==> config.mk <==
export PLATFORM = sky130hd
export DESIGN_NAME = ddr3_wb_traffic_gen
export DESIGN_NICKNAME = d
export VERILOG_FILES = /design/src/rtl/ddr3_tg_pkg.sv /design/src/rtl/ddr3_tg_pattern.sv /design/src/rtl/ddr3_wb_traffic_gen.sv
export SDC_FILE = /design/constraint.sdc
export NUM_CORES = 1
export LEC_CHECK = 0
export BUFFER_PORTS_ARGS = -buffer_cell sky130_fd_sc_hd__buf_2
export CORE_AREA = 10 10 460 462
export CTS_BUF_LIST = sky130_fd_sc_hd__clkbuf_8
export DETAILED_ROUTE_END_ITERATION = 6
export DIE_AREA = 0 0 470 472
export GPL_TIMING_DRIVEN = 1
export PLACE_DENSITY_LB_ADDON = 0.3
export SLEW_MARGIN = 10
export SYNTH_ARGS = -nofsm -noshare
export SYNTH_HDL_FRONTEND = slang
export SYNTH_SLANG_ARGS = --single-unit
==> constraint.sdc <==
create_clock -name i_clk -period 5.6 [get_ports i_clk]
set_clock_uncertainty 0.05 [all_clocks]
set_input_delay 0.84 -clock i_clk [delete_from_list [all_inputs] [get_ports i_clk]]
set_output_delay 0.84 -clock i_clk [all_outputs]
set_load 0.05 [all_outputs]
==> src/rtl/ddr3_tg_pkg.sv <==
// ddr3_tg_pkg: FSM states, default seed and the 32-bit pattern slice shared by the traffic generator.
package ddr3_tg_pkg;
  localparam logic [31:0] TG_SEED = 32'hA5C3_0F1E;
  typedef enum logic [2:0] {IDLE, WR_ISSUE, WR_DRAIN, GAP, RD_ISSUE, RD_DRAIN, DONE, FAIL} tg_state_e;
  function automatic logic [31:0] tg_slice(input logic [31:0] seed, input logic [23:0] addr, input logic [7:0] j);
    return seed ^ {addr, j};
  endfunction
endpackage

==> src/rtl/ddr3_tg_pattern.sv <==
// ddr3_tg_pattern: combinational address-to-data pattern, one seeded 32-bit slice per word lane.
module ddr3_tg_pattern import ddr3_tg_pkg::*; #(
  parameter int          AW   = 24,
  parameter int          DW   = 512,
  parameter logic [31:0] SEED = TG_SEED
) (
  input  logic [AW-1:0] addr,
  output logic [DW-1:0] data
);
  logic [23:0] a24;
  assign a24 = 24'(addr);
  for (genvar j = 0; j < DW/32; j++) begin : g_slice
    assign data[32*j +: 32] = tg_slice(SEED, a24, 8'(j));
  end
endmodule

==> src/rtl/ddr3_wb_traffic_gen.sv <==
// ddr3_wb_traffic_gen: pipelined Wishbone write/read-back/compare master for DDR3 bring-up.
// Optional watchdog enabled by defining TRAFFIC_GEN_TIMEOUT_EN.
module ddr3_wb_traffic_gen import ddr3_tg_pkg::*; #(
  parameter int          DQ_BITS         = 8,
  parameter int          LANES           = 8,
  parameter int          AW              = 24,
  parameter int          NUM_WORDS       = 256,
  parameter int          MAX_OUTSTANDING = 4,
  parameter logic [31:0] SEED            = TG_SEED,
  parameter int          TIMEOUT         = 1024,
  localparam int         DW              = DQ_BITS*LANES*8
) (
  input  logic            i_clk,
  input  logic            i_rst_n,
  input  logic            i_start,
  input  logic [AW-1:0]   i_base_addr,
  output logic            o_wb_cyc,
  output logic            o_wb_stb,
  output logic            o_wb_we,
  output logic [AW-1:0]   o_wb_addr,
  output logic [DW-1:0]   o_wb_data,
  output logic [DW/8-1:0] o_wb_sel,
  output logic            o_aux,
  input  logic            i_wb_ack,
  input  logic            i_wb_stall,
  input  logic [DW-1:0]   i_wb_data,
  input  logic            i_aux,
  output logic            o_busy,
  output logic            o_done,
  output logic            o_pass,
  output logic [15:0]     o_err_count,
  output logic [AW-1:0]   o_first_err_addr
);
  localparam int OW = $clog2(MAX_OUTSTANDING+1);
  localparam int CW = $clog2(NUM_WORDS+1);
  tg_state_e state;
  logic [AW-1:0] base, req_addr, exp_addr;
  logic [CW-1:0] cnt;
  logic [OW-1:0] outst;
  logic [DW-1:0] wr_pat, exp_pat;
  logic issue, drain, rd_ph, ack_ok, accept, last, err, can_start, wd_fire;
  ddr3_tg_pattern #(.AW(AW), .DW(DW), .SEED(SEED)) u_wr_pat (.addr(req_addr), .data(wr_pat));
  ddr3_tg_pattern #(.AW(AW), .DW(DW), .SEED(SEED)) u_exp_pat (.addr(exp_addr), .data(exp_pat));
  assign issue     = state inside {WR_ISSUE, RD_ISSUE};
  assign drain     = state inside {WR_DRAIN, RD_DRAIN};
  assign rd_ph     = state inside {RD_ISSUE, RD_DRAIN};
  assign ack_ok    = i_wb_ack && (issue || drain) && outst != '0;
  // an ack in the same cycle frees a slot, so the limit does not cost a bubble
  assign o_wb_stb  = issue && (outst < OW'(MAX_OUTSTANDING) || ack_ok);
  assign accept    = o_wb_stb && !i_wb_stall;
  assign last      = cnt == CW'(NUM_WORDS-1);
  assign err       = (i_wb_ack && !ack_ok) || (ack_ok && (rd_ph ? (i_wb_data != exp_pat || !i_aux) : i_aux));
  assign o_wb_cyc  = issue || drain;
  assign o_wb_we   = state == WR_ISSUE;
  assign o_aux     = state == RD_ISSUE;
  assign o_wb_addr = req_addr;
  assign o_wb_data = o_wb_we ? wr_pat : '0;
  assign o_wb_sel  = '1;
  assign o_busy    = !(state inside {IDLE, DONE, FAIL});
  assign can_start = i_start && !o_busy;
`ifdef TRAFFIC_GEN_TIMEOUT_EN
  localparam int WW = $clog2(TIMEOUT+1);
  logic [WW-1:0] wd;
  logic wd_run;
  assign wd_run  = o_wb_cyc && outst != '0 && !i_wb_ack;
  assign wd_fire = wd_run && wd == WW'(TIMEOUT-1);
  always_ff @(posedge i_clk or negedge i_rst_n)
    if (!i_rst_n) wd <= '0;
    else wd <= (wd_run && !wd_fire && !can_start) ? wd + WW'(1) : '0;
`else
  logic unused_timeout;
  assign unused_timeout = TIMEOUT == 0;
  assign wd_fire = 1'b0;
`endif
  always_ff @(posedge i_clk or negedge i_rst_n)
    if (!i_rst_n) begin
      state            <= IDLE;
      base             <= '0;
      req_addr         <= '0;
      exp_addr         <= '0;
      cnt              <= '0;
      outst            <= '0;
      o_err_count      <= '0;
      o_first_err_addr <= '0;
      o_done           <= 1'b0;
      o_pass           <= 1'b0;
    end else if (can_start) begin
      state            <= WR_ISSUE;
      base             <= i_base_addr;
      req_addr         <= i_base_addr;
      exp_addr         <= i_base_addr;
      cnt              <= '0;
      outst            <= '0;
      o_err_count      <= '0;
      o_first_err_addr <= '0;
      o_done           <= 1'b0;
      o_pass           <= 1'b0;
    end else begin
      outst <= outst + OW'(accept) - OW'(ack_ok);
      if (accept) begin
        req_addr <= req_addr + AW'(1);
        cnt      <= last ? '0 : cnt + CW'(1);
      end
      if (ack_ok && rd_ph) exp_addr <= exp_addr + AW'(1);
      if (err && o_err_count != '1) o_err_count <= o_err_count + 16'd1;
      if (err && o_err_count == '0) o_first_err_addr <= (ack_ok && rd_ph) ? exp_addr : req_addr;
      case (state)
        WR_ISSUE: if (accept && last) state <= WR_DRAIN;
        WR_DRAIN: if (outst == '0) state <= GAP;
        GAP: begin
          state    <= RD_ISSUE;
          req_addr <= base;
        end
        RD_ISSUE: if (accept && last) state <= RD_DRAIN;
        RD_DRAIN: if (outst == '0) begin
          state  <= DONE;
          o_done <= 1'b1;
          o_pass <= o_err_count == '0 && !err;
        end
        default: ;
      endcase
      if (wd_fire) begin
        state  <= FAIL;
        o_done <= 1'b1;
        o_pass <= 1'b0;
      end
    end
endmodule
# [Word level (Yosys, flattened, before mapping)]
# Cells that the tools add are included.
[word_totals] inputBits=542 latchBits=0 mem_bits_rw=0 reg_bits=129 rom_bits=0 n_memories=0 out_inout_bits=647
[op_classes] bitwise_logic=16 mul=0 shifts=0 add_sub_neg=6 order_cmp=1 reduce_logical=39 n_mux=28 div=0 eq_ne=14
[ops] cell="512-bit two-way mux" count=1
[ops] cell="512-bit inequality test" count=1
[ops] cell="16-bit inverter" count=16
[ops] cell="24-bit two-way mux" count=8
[ops] cell="24-bit by 1-bit adder with 24-bit output, second input constant" count=2
[ops] cell="16-bit two-way mux" count=2
[ops] cell="9-bit two-way mux" count=3
[ops] cell="3-bit two-way mux" count=6
[ops] cell="2-bit nonzero test" count=9
[ops] cell="16-bit by 1-bit adder with 16-bit output, second input constant" count=1
[ops] cell="16-bit zero test" count=1
[ops] cell="16-bit inequality test, second input constant" count=1
[ops] cell="3-bit case mux with 5 select lines" count=1
[ops] cell="3-bit == test, second input constant" count=4
[ops] cell="1-bit logical AND" count=12
[ops] cell="9-bit by 1-bit adder with 9-bit output, second input constant" count=1
[ops] cell="9-bit by 8-bit == test with 1-bit output, second input constant" count=1
[ops] cell="3-bit nonzero test" count=3
[ops] cell="1-bit two-way mux" count=7
[ops] cell="3-bit by 2-bit == test with 1-bit output, second input constant" count=2
[ops] cell="3-bit zero test" count=2
[ops] cell="3-bit by 1-bit inequality test with 1-bit output, second input constant" count=2
[ops] cell="3-bit by 2-bit inequality test with 1-bit output, second input constant" count=2
[ops] cell="6-bit nonzero test" count=1
[ops] cell="8 further kinds" count=15

# [Logic depth before layout (Yosys ltp)]
# Gate-level depths: netlist of run 1.
[depth] depth_word=13 ltp_mapped=14 depth_no_buf=12

# [Hierarchy]
# From an unflattened synthesis of run 1, not the netlist that was laid out.
[hier_totals] hier_cells=3390 hier_area_um2=25142.9
[by_module_without_submodules] module="ddr3_wb_traffic_gen" area_each_um2=17530.6 cells_each=2362 instances=1 seq_area_each_um2=3228.1
[by_module_without_submodules] module="ddr3_tg_pattern" area_each_um2=3806.2 cells_each=514 instances=2 seq_area_each_um2=0.0

# [Worst setup path after synthesis of run 1]
# Ideal clock, no wire load.
[synth_timing] kind="register -> output" from="register state[0]" to="output port o_wb_data[111]" t_required_ns=4.710 arrival_time_ns=3.911 stages_incl_launch_ff=8 path_buffers=3 slack_ns=0.799 path_cell_list="dfrtp_1 clkbuf_1 inv_1 or3_1 inv_1 clkbuf_1 and2_1 buf_4"
[synth_via] elab_chain_len=2
[synth_rtl] element="from (decl)" line="ddr3_wb_traffic_gen.sv:36" source="tg_state_e state;"
[synth_rtl] element="from (signal assigned)" line="ddr3_wb_traffic_gen.sv:77" source="state <= IDLE;"
[synth_rtl] element="from (signal assigned)" line="ddr3_wb_traffic_gen.sv:88" source="state <= WR_ISSUE;"
[synth_rtl] element="from (signal assigned)" line="ddr3_wb_traffic_gen.sv:108" source="WR_ISSUE: if (accept && last) state <= WR_DRAIN;"
[synth_rtl] element="3-bit by 1-bit == test with 1-bit output" line="ddr3_wb_traffic_gen.sv:54" source="assign o_wb_we = state == WR_ISSUE;"
[synth_rtl] element="named net o_wb_we" line="ddr3_wb_traffic_gen.sv:19" source="output logic o_wb_we,"
[synth_rtl] element="512-bit two-way mux" line="ddr3_wb_traffic_gen.sv:57" source="assign o_wb_data = o_wb_we ? wr_pat : '0;"
[synth_rtl] element="to (decl)" line="ddr3_wb_traffic_gen.sv:21" source="output logic [DW-1:0] o_wb_data,"
# The timed path passes the listed nets, and every way through them passes these cells.

# [Final worst setup path of run 1]
[layout_timing] from="register state[0]" to="output port o_wb_data[435]"
[layout_via] elab_chain_len=2
[layout_rtl] element="3-bit by 1-bit == test with 1-bit output" line="ddr3_wb_traffic_gen.sv:54"
[layout_rtl] element="512-bit two-way mux" line="ddr3_wb_traffic_gen.sv:57"
# Every way passes these cells.

==> flow_summary.html, run 1 <==
<table>
<tr><th>Metric</th><th>Value</th></tr>
<tr><th colspan="2">Floorplan</th></tr>
<tr><td>Cell row count</td><td>between 150 and 200</td></tr>
<tr><td>Effective utilization at floorplan</td><td>0.0761</td></tr>
<tr><td>Die extent in x</td><td>around 470 um</td></tr>
<tr><td>Floorplan die height</td><td>between 400 and 500 um</td></tr>
<tr><td>Full die area</td><td>approximately 220000 sq um</td></tr>
<tr><td>Placeable core region</td><td>around 200000 sq um</td></tr>
<tr><td>IO Count</td><td>~1200</td></tr>
<tr><th colspan="2">Placement</th></tr>
<tr><td>Number of buffers added on ports</td><td>1044</td></tr>
<tr><td>Routability cong.</td><td>about 0.96</td></tr>
<tr><td>Pre-CTS setup slack</td><td>0.841 ns</td></tr>
<tr><td>Estimated wirelength of the detail-placed design</td><td>146000 um</td></tr>
<tr><td>DP Area</td><td>just over 20000 sq um</td></tr>
<tr><th colspan="2">Critical path</th></tr>
<tr><td>Cell depth of the worst flop-to-flop path</td><td>10</td></tr>
<tr><td>Worst-path maximum fanout</td><td>35</td></tr>
<tr><td>Endpoint arrival time on the critical path</td><td>roughly 3.6 ns</td></tr>
<tr><td>Worst setup slack for register-to-register paths</td><td>around 1.2 ns</td></tr>
<tr><td>Startpoint type of the worst setup path</td><td>flip-flop</td></tr>
<tr><td>Capturing element type of the critical path</td><td>output port</td></tr>
<tr><td>Req. time, crit path</td><td>about 4.7 ns</td></tr>
<tr><td>Worst Setup Path Type</td><td>flip-flop to output port</td></tr>
<tr><th colspan="2">Power and ir drop</th></tr>
<tr><td>Power density of the placed cells</td><td>between 600 and 700 nW/um^2</td></tr>
<tr><td>Part of the total power dissipated in sequential elements</td><td>0.151</td></tr>
<tr><td>Fraction of power spent switching nets</td><td>0.720</td></tr>
<tr><td>Internal power of the cells</td><td>4.04 mW</td></tr>
<tr><td>Total Power Consumption</td><td>about 14 mW</td></tr>
<tr><td>Maximum vdd drop</td><td>around 390 uV</td></tr>
<tr><td>Power share of the combinational group</td><td>0.790</td></tr>
<tr><td>NetSw</td><td>slightly above 10 mW</td></tr>
<tr><td>Leakage dissipation</td><td>a little over 10 nW</td></tr>
<tr><td>Clock network power share</td><td>0.060</td></tr>
<tr><th colspan="2">Synth</th></tr>
<tr><td>Netlist Area Pre-Place</td><td>about 15000 sq um</td></tr>
<tr><td>Number of enable flip-flop cells after synthesis</td><td>0</td></tr>
<tr><td>Flip-flop and latch count after synthesis</td><td>about 130</td></tr>
<tr><td>Avg Cell Area, Syn</td><td>roughly 7.4 sq um</td></tr>
<tr><td>Async SR Flop Fraction</td><td>1.00</td></tr>
<tr><td>Count of unique library cells instantiated by Yosys</td><td>71</td></tr>
<tr><td>Cell count after synthesis</td><td>~2100</td></tr>
<tr><td>Ys flop type</td><td>dfrtp_1</td></tr>
<tr><td>Yosys synthesis warning count</td><td>0</td></tr>
<tr><td>Fraction of the yosys area taken by sequential cells</td><td>0.210</td></tr>
<tr><th colspan="2">STA</th></tr>
<tr><td>Pin slew with the least headroom to its limit</td><td>1.20 ns</td></tr>
<tr><td>Post-route fraction of the period consumed by the critical path</td><td>0.803</td></tr>
<tr><td>Hold Fails Final Rpt</td><td>0</td></tr>
<tr><td>Hold_ws</td><td>0.335 ns</td></tr>
<tr><td>Worst slew margin</td><td>0.199</td></tr>
<tr><td>Number of endpoints failing setup at the final stage</td><td>0</td></tr>
<tr><td>Fin crit period</td><td>around 4.5 ns</td></tr>
<tr><td>Slew Viols, Final</td><td>0</td></tr>
<tr><td>Maximum achievable frequency</td><td>approximately 220 MHz</td></tr>
<tr><td>Worst path setup slack after routing</td><td>1.10 ns</td></tr>
<tr><td>Setup TNS</td><td>0 ns</td></tr>
<tr><td>Setup repair after global routing missed its margin</td><td>no</td></tr>
<tr><th colspan="2">Clock tree</th></tr>
<tr><td>Clock edge transition at the registers on the reported setup and hold paths</td><td>around 0.090 ns</td></tr>
<tr><td>Clock root buffer</td><td>clkbuf_8</td></tr>
<tr><td>Clock latency at the later pin of the worst-skew pair</td><td>about 0.50 ns</td></tr>
<tr><td>Buffers inserted during post-CTS setup optimization</td><td>0</td></tr>
<tr><td>H-Tree Level Count</td><td>4</td></tr>
<tr><td>TritonCTS clock tree</td><td>done</td></tr>
<tr><td>CTS sink cnt</td><td>129</td></tr>
<tr><td>Clock buffer count from CTS</td><td>17</td></tr>
<tr><td>Hold-fix buffers at CTS</td><td>0</td></tr>
<tr><td>Clock buffer depth</td><td>2</td></tr>
<tr><td>Resize count post-CTS</td><td>0</td></tr>
<tr><th colspan="2">Drt</th></tr>
<tr><td>Met2 WL post-DR</td><td>between 70000 and 80000 um</td></tr>
<tr><td>Met3 wire length</td><td>between 15000 and 20000 um</td></tr>
<tr><td>Number of remaining DRC errors</td><td>0</td></tr>
<tr><td>Count of TritonRoute iterations in the first routing pass</td><td>5</td></tr>
<tr><td>Detailed-route vias per instance</td><td>3.35</td></tr>
<tr><td>Final Routed Wirelength</td><td>about 160000 um</td></tr>
<tr><td>Top routing layer in use</td><td>met5</td></tr>
<tr><td>M1 WL</td><td>between 60000 and 70000 um</td></tr>
<tr><td>Detail-routed net length per standard cell</td><td>~30 um</td></tr>
<tr><td>Violation count after the first detailed-routing iteration</td><td>between 1500 and 2000</td></tr>
<tr><td>Via total after detailed routing</td><td>18200</td></tr>
<tr><td>Count of nets left with antenna violations after detail routing</td><td>0</td></tr>
<tr><th colspan="2">Cells and area</th></tr>
<tr><td>Net total in the final layout</td><td>3260</td></tr>
<tr><td>Post-Layout Inst Area</td><td>21100 sq um</td></tr>
<tr><td>Number of fill cells</td><td>between 20000 and 25000</td></tr>
<tr><td>Leading cell type in the layout, fill and taps excluded</td><td>buf_2</td></tr>
<tr><td>Share of cells above drive strength 1</td><td>0.431</td></tr>
<tr><td>Area Overhead vs Synth</td><td>36.9%</td></tr>
<tr><td>Most used cells in the layout excluding fill and tap cells</td><td>buf_2, nand2_1, conb_1</td></tr>
<tr><th colspan="2">Run</th></tr>
<tr><td>Number of maximum-capacitance constraint violations</td><td>0</td></tr>
<tr><th colspan="2">GRT</th></tr>
<tr><td>First-pass GRT wire length</td><td>around 200000 um</td></tr>
<tr><td>Via count of the first global-routing pass</td><td>about 18000</td></tr>
<tr><td>Overflow after GRT</td><td>0</td></tr>
<tr><td>Number of antenna violations at the first check in global routing</td><td>between 150 and 200</td></tr>
<tr><td>GRT Overall Usage</td><td>0.137</td></tr>
<tr><td>Largest net degree at the start of global routing</td><td>86</td></tr>
<tr><th colspan="2">Run status</th></tr>
<tr><td>Outcome</td><td>complete, no violations</td></tr>
<tr><th colspan="2">Hold path</th></tr>
<tr><td>Hold WC Path Type</td><td>input port to async pin</td></tr>
</table>
[cell usage after synthesis, types with 8 or more instances]
cell type    n  area (sq um)
nand2b_1    31           194
or4_1       22           165
or3_1       17           106
nor4_1      41           257
nand3_1     73           365
dfrtp_1    129          3230
clkbuf_1    63           236
inv_1       32           120
o21ai_0     81           405
a21oi_1     88           440
buf_2       24           120
a31oi_1     31           194
nor3_1      36           180
buf_4      554          4160
nor4bb_1     8          80.1
and2_1      16           100
nor2_1     149           559
nor4b_1      9          78.8
o22ai_1     28           175
nor2b_1     13          81.3
o2111ai_1   18           158
xnor2_1     64           561
nand4_1     45           282
a211o_1     13           114
xor2_1      56           490
o211ai_1    25           188
mux2i_1     13           130
a21o_1      14           105
a2111oi_0   10          87.6
nand2_1    235           882
buf_1       11          41.3
and3_1      37           231
[power by group through the flow]
stage / logic [mW] / clock network [mW] / registers, mW
after detailed placement: 11.6 / 0 / 2.22
final: 11.4 / 0.861 / 2.17
after global placement: 11.6 / 0 / 2.21
after floorplan: 8.85 / 0 / 2.14
after CTS: 11.6 / 0.898 / 2.20
after global routing: 12.0 / 0.932 / 2.24
[per-stage QoR]
step / util / instances
2_1_floorplan: - / 2227
4_1_cts: 0.104 / 5395
3_3_place_gp: 0.102 / 5363
6_report: 0.104 / 5441
5_1_grt: 0.104 / 5410
3_5_place_dp: 0.102 / 5363
[state kept, by name, indices dropped and copies added (netlist names)]
register and cells:
o_err_count 16, o_first_err_addr 24, o_done 1, state 3, base 24, cnt 9, exp_addr 24, o_pass 1
o_wb_addr 24, outst 3
[worst max-delay path, stage by stage, from the launching register on]
cell     delay (ns)
dfrtp_1        0.56
inv_1          0.12
or3_1          0.36
buf_4          0.22
inv_2          0.45
buf_4          0.36
and2_1         0.61
buf_2          0.39
[layout make-up]
cell class	instances	area, sq um	area share
Tap cell	2672	3340	0.159
Clock buffer	19	262	0.0124
Antenna cell	46	115	0.00547
Timing Repair Buffer	1119	5830	0.277
Multi-Input combinational cell	1409	8020	0.381
Clock inverter	13	128	0.00606
Inverter	34	128	0.00606
Sequential cell	129	3230	0.153
[cells by family after synthesis]
kind of cell | count (synthesis) | synth area share
flip-flops | 129 | 0.210
XOR/XNOR | 120 | 0.0684
other | 2 | 0.000489
AND/OR/NAND/NOR | 761 | 0.248
buffers and inverters | 689 | 0.307
adder cells (fa/ha/maj) | 8 | 0.00700
multiplexers | 14 | 0.00920
AO/OA/AOI/OAI | 362 | 0.150
[final timing paths]
kind | endpoint | startpoint
max | o_wb_data[435] | state[0]$_DFFE_PN0P_
min in group i_clk | base[21]$_DFFE_PN0P_ | base[21]$_DFFE_PN0P_
max reg2reg | o_first_err_addr[2]$_DFFE_PN0P_ | exp_addr[12]$_DFFE_PN0P_
min reg2reg | base[21]$_DFFE_PN0P_ | base[21]$_DFFE_PN0P_
min | o_err_count[15]$_DFFE_PN0P_ | i_rst_n
max in group asynchronous | exp_addr[5]$_DFFE_PN0P_ | i_rst_n
[per-layer routing]
layer | up-vias | global-route usage
met5 | - | 0
met4 | 90 | 0.0206
met3 | 264 | 0.0608
met2 | 1227 | 0.228
met1 | 8814 | 0.166
li1 | 7852 | -
Note: power is estimated with default switching activity, not from simulation.
==> inputs of run 2 (changes only) <==
--- a/config.mk
+++ b/config.mk
@@ -6,10 +6,10 @@
 export NUM_CORES = 1
 export LEC_CHECK = 0
 export BUFFER_PORTS_ARGS = -buffer_cell sky130_fd_sc_hd__buf_2
-export CORE_AREA = 10 10 460 462
+export CORE_AREA = 10 10 449 451
 export CTS_BUF_LIST = sky130_fd_sc_hd__clkbuf_8
 export DETAILED_ROUTE_END_ITERATION = 6
-export DIE_AREA = 0 0 470 472
+export DIE_AREA = 0 0 459 461
 export GPL_TIMING_DRIVEN = 1
 export PLACE_DENSITY_LB_ADDON = 0.3
 export SLEW_MARGIN = 10
==> constraint.sdc (replaced) <==
create_clock -name i_clk -period 4.2 [get_ports i_clk]
set_clock_uncertainty 0.05 [all_clocks]
set_input_delay 0.63 -clock i_clk [delete_from_list [all_inputs] [get_ports i_clk]]
set_output_delay 0.63 -clock i_clk [all_outputs]
set_load 0.05 [all_outputs]
==> run 2 against run 1 <==
Sequential power is 16% higher. Largest power group unchanged. Die area is 4.6% lower. Non-clock buffer count is 74 higher. Clock power is 39% higher. Hold slack worse by 0.23 ns. Register-to-register slack worse by 1.1 ns. Highest routed layer unchanged. Critical path depth is 6 higher. Utilization is 0.87 points higher. Worst setup slack worse by 1.0 ns. Combinational power is 40% higher. Global-route usage is 0.24 points higher.
==> flow_summary.html, run 2 (synthesized netlist as in run 1, its figures left out) <==
<table>
<tr><th>Metric</th><th>Value</th></tr>
<tr><th colspan="2">GRT</th></tr>
<tr><td>First-pass GRT wire length</td><td>196000 um</td></tr>
<tr><td>Overflow after GRT</td><td>0</td></tr>
<tr><td>GRT Overall Usage</td><td>0.140</td></tr>
<tr><td>Largest net degree at the start of global routing</td><td>83</td></tr>
<tr><td>Number of antenna violations at the first check in global routing</td><td>around 160</td></tr>
<tr><td>Via count of the first global-routing pass</td><td>between 15000 and 20000</td></tr>
<tr><th colspan="2">Clock tree</th></tr>
<tr><td>Clock edge transition at the registers on the reported setup and hold paths</td><td>~0.10 ns</td></tr>
<tr><td>Clock buffer depth</td><td>2</td></tr>
<tr><td>TritonCTS clock tree</td><td>done</td></tr>
<tr><td>H-Tree Level Count</td><td>4</td></tr>
<tr><td>CTS sink cnt</td><td>~130</td></tr>
<tr><td>Clock root buffer</td><td>clkbuf_8</td></tr>
<tr><td>Clock latency at the later pin of the worst-skew pair</td><td>between 0.5 and 0.6 ns</td></tr>
<tr><td>Clock buffer count from CTS</td><td>17</td></tr>
<tr><td>Buffers inserted during post-CTS setup optimization</td><td>0</td></tr>
<tr><th colspan="2">Cells and area</th></tr>
<tr><td>Area Overhead vs Synth</td><td>41.2%</td></tr>
<tr><td>Number of fill cells</td><td>approximately 23000</td></tr>
<tr><td>Net total in the final layout</td><td>around 3300</td></tr>
<tr><td>Multi-input gate area</td><td>between 8000 and 9000 sq um</td></tr>
<tr><td>Leading cell type in the layout, fill and taps excluded</td><td>buf_2</td></tr>
<tr><td>Most used cells in the layout excluding fill and tap cells</td><td>buf_2, nand2_1, conb_1</td></tr>
<tr><td>Share of cells above drive strength 1</td><td>0.449</td></tr>
<tr><td>Finished Layout Cells</td><td>~5400</td></tr>
<tr><td>Register Area</td><td>between 3000 and 4000 sq um</td></tr>
<tr><th colspan="2">Drt</th></tr>
<tr><td>Via total after detailed routing</td><td>between 15000 and 20000</td></tr>
<tr><td>Number of remaining DRC errors</td><td>0</td></tr>
<tr><td>Count of TritonRoute iterations in the first routing pass</td><td>5</td></tr>
<tr><td>Detailed-route vias per instance</td><td>3.42</td></tr>
<tr><td>Met2 WL post-DR</td><td>72300 um</td></tr>
<tr><td>Final Routed Wirelength</td><td>159000 um</td></tr>
<tr><td>Top routing layer in use</td><td>met5</td></tr>
<tr><td>Met3 wire length</td><td>around 16000 um</td></tr>
<tr><td>Detail-routed net length per standard cell</td><td>about 30 um</td></tr>
<tr><td>Violation count after the first detailed-routing iteration</td><td>between 1000 and 1500</td></tr>
<tr><td>Count of nets left with antenna violations after detail routing</td><td>0</td></tr>
<tr><td>M1 WL</td><td>roughly 67000 um</td></tr>
<tr><th colspan="2">Critical path</th></tr>
<tr><td>Req. time, crit path</td><td>between 4 and 5 ns</td></tr>
<tr><td>Startpoint type of the worst setup path</td><td>input port</td></tr>
<tr><td>Cell depth of the worst flop-to-flop path</td><td>14</td></tr>
<tr><td>Launch instance of the worst register-to-register path</td><td>exp_addr[17]$_DFFE_PN0P_</td></tr>
<tr><td>Worst reg2reg path endpoint</td><td>o_first_err_addr[20]$_DFFE_PN0P_</td></tr>
<tr><td>Worst-path maximum fanout</td><td>20</td></tr>
<tr><td>Capturing element type of the critical path</td><td>flip-flop</td></tr>
<tr><td>Endpoint arrival time on the critical path</td><td>~4.4 ns</td></tr>
<tr><td>Worst Setup Path Type</td><td>input port to flip-flop</td></tr>
<tr><td>Worst setup slack for register-to-register paths</td><td>roughly 0.09 ns</td></tr>
<tr><th colspan="2">STA</th></tr>
<tr><td>Worst slew margin</td><td>0.311</td></tr>
<tr><td>Post-route fraction of the period consumed by the critical path</td><td>0.979</td></tr>
<tr><td>Setup TNS</td><td>0 ns</td></tr>
<tr><td>Fin crit period</td><td>~4 ns</td></tr>
<tr><td>Number of endpoints failing setup at the final stage</td><td>0</td></tr>
<tr><td>Setup repair after global routing missed its margin</td><td>no</td></tr>
<tr><td>Pin slew with the least headroom to its limit</td><td>just over 1 ns</td></tr>
<tr><td>Worst path setup slack after routing</td><td>between 0.08 and 0.09 ns</td></tr>
<tr><td>Slew Viols, Final</td><td>0</td></tr>
<tr><td>Hold Fails Final Rpt</td><td>0</td></tr>
<tr><td>Hold_ws</td><td>around 0.11 ns</td></tr>
<tr><td>Maximum achievable frequency</td><td>~240 MHz</td></tr>
<tr><th colspan="2">Hold path</th></tr>
<tr><td>Hold WC Path Type</td><td>input port to async pin</td></tr>
<tr><th colspan="2">Placement</th></tr>
<tr><td>Number of buffers added on ports</td><td>approximately 1000</td></tr>
<tr><td>Total instance count after detailed placement</td><td>5291</td></tr>
<tr><td>Pre-CTS setup slack</td><td>-0.275 ns</td></tr>
<tr><td>Routability cong.</td><td>0.946</td></tr>
<tr><td>Estimated wirelength of the detail-placed design</td><td>142000 um</td></tr>
<tr><th colspan="2">Run</th></tr>
<tr><td>Number of maximum-capacitance constraint violations</td><td>0</td></tr>
<tr><th colspan="2">Power and ir drop</th></tr>
<tr><td>Leakage dissipation</td><td>approximately 11 nW</td></tr>
<tr><td>Total Power Consumption</td><td>between 15 and 20 mW</td></tr>
<tr><td>Maximum vdd drop</td><td>about 430 uV</td></tr>
<tr><td>Power density of the placed cells</td><td>approximately 910 nW/um^2</td></tr>
<tr><th colspan="2">Floorplan</th></tr>
<tr><td>Die extent in x</td><td>around 460 um</td></tr>
<tr><td>Cell row count</td><td>about 160</td></tr>
<tr><td>Effective utilization at floorplan</td><td>0.0800</td></tr>
<tr><td>Floorplan die height</td><td>roughly 460 um</td></tr>
<tr><td>IO Count</td><td>about 1200</td></tr>
<tr><td>Placeable core region</td><td>approximately 190000 sq um</td></tr>
<tr><td>Full die area</td><td>212000 sq um</td></tr>
<tr><th colspan="2">Run status</th></tr>
<tr><td>Outcome</td><td>complete, no violations</td></tr>
</table>
## run 2: cell count changes in the layout (fill, tap and decap cells not counted), sizes merged
cell	previous run	this run
buf	1119	1193
clkinv	7	4
clkbuf	19	17
diode	46	42
inv	38	41
clkinvlp	1	3
## run 2: critical path: stages
cell	delay, ns
buf_2	0.11
nor4bb_1	0.79
o211ai_1	0.20
or4_1	0.43
or4_1	0.40
nor4_1	0.34
buf_4	0.21
nand4_1	0.27
o211ai_4	0.35
buf_4	0.22
buf_4	0.25
a21o_1	0.12
a21oi_1	0.06
## run 2: power by group
part	switching, mW	internal (mW)	total, mW
clock network	0.700	0.496	1.20
logic	12.4	3.60	16.0
registers	0.779	1.74	2.52
total	13.9	5.83	19.7
## run 2: layout make-up
cell class                      count  area share
Multi-Input combinational cell   1409       0.371
Timing Repair Buffer             1193       0.306
Sequential cell                   129       0.149
Tap cell                         2526       0.146
Clock buffer                       17      0.0108
Clock inverter                     15     0.00778
Inverter                           34     0.00588
Antenna cell                       42     0.00484
## run 2: through the flow
stage | util | area (sq um)
3_5_place_dp | 0.110 | 21200
6_report | 0.113 | 21700
3_3_place_gp | 0.110 | 21200
4_1_cts | 0.112 | 21600
2_1_floorplan | - | 15900
5_1_grt | 0.113 | 21600
## run 2: how the worst max path moves through the flow
stage,startpoint,end,slack (ns),depth (start not counted)
floorplan,state[0]$_DFFE_PN0P_,o_wb_data[115],0.43,7
global placement,i_wb_data[64],o_first_err_addr[0]$_DFFE_PN0P_,-0.30,13
detailed placement,i_wb_data[64],o_first_err_addr[23]$_DFFE_PN0P_,-0.27,13
CTS,exp_addr[17]$_DFFE_PN0P_,o_first_err_addr[23]$_DFFE_PN0P_,0.02,14
global route,exp_addr[22]$_DFFE_PN0P_,o_first_err_addr[20]$_DFFE_PN0P_,0.02,13
finish,i_wb_data[64],o_first_err_addr[20]$_DFFE_PN0P_,0.09,13
## run 2: what timing repair did
action	4_1_cts	5_1_grt
endpoints found under the hold margin	0	0
hold buffers	0	0
resized for setup	1	3
setup endpoints to repair	2	9
## run 2: metal layers
metal,global-route usage,up-vias
met4,0.0240,90
met1,0.176,8866
met5,0,-
met2,0.228,1115
li1,-,8007
met3,0.0536,259
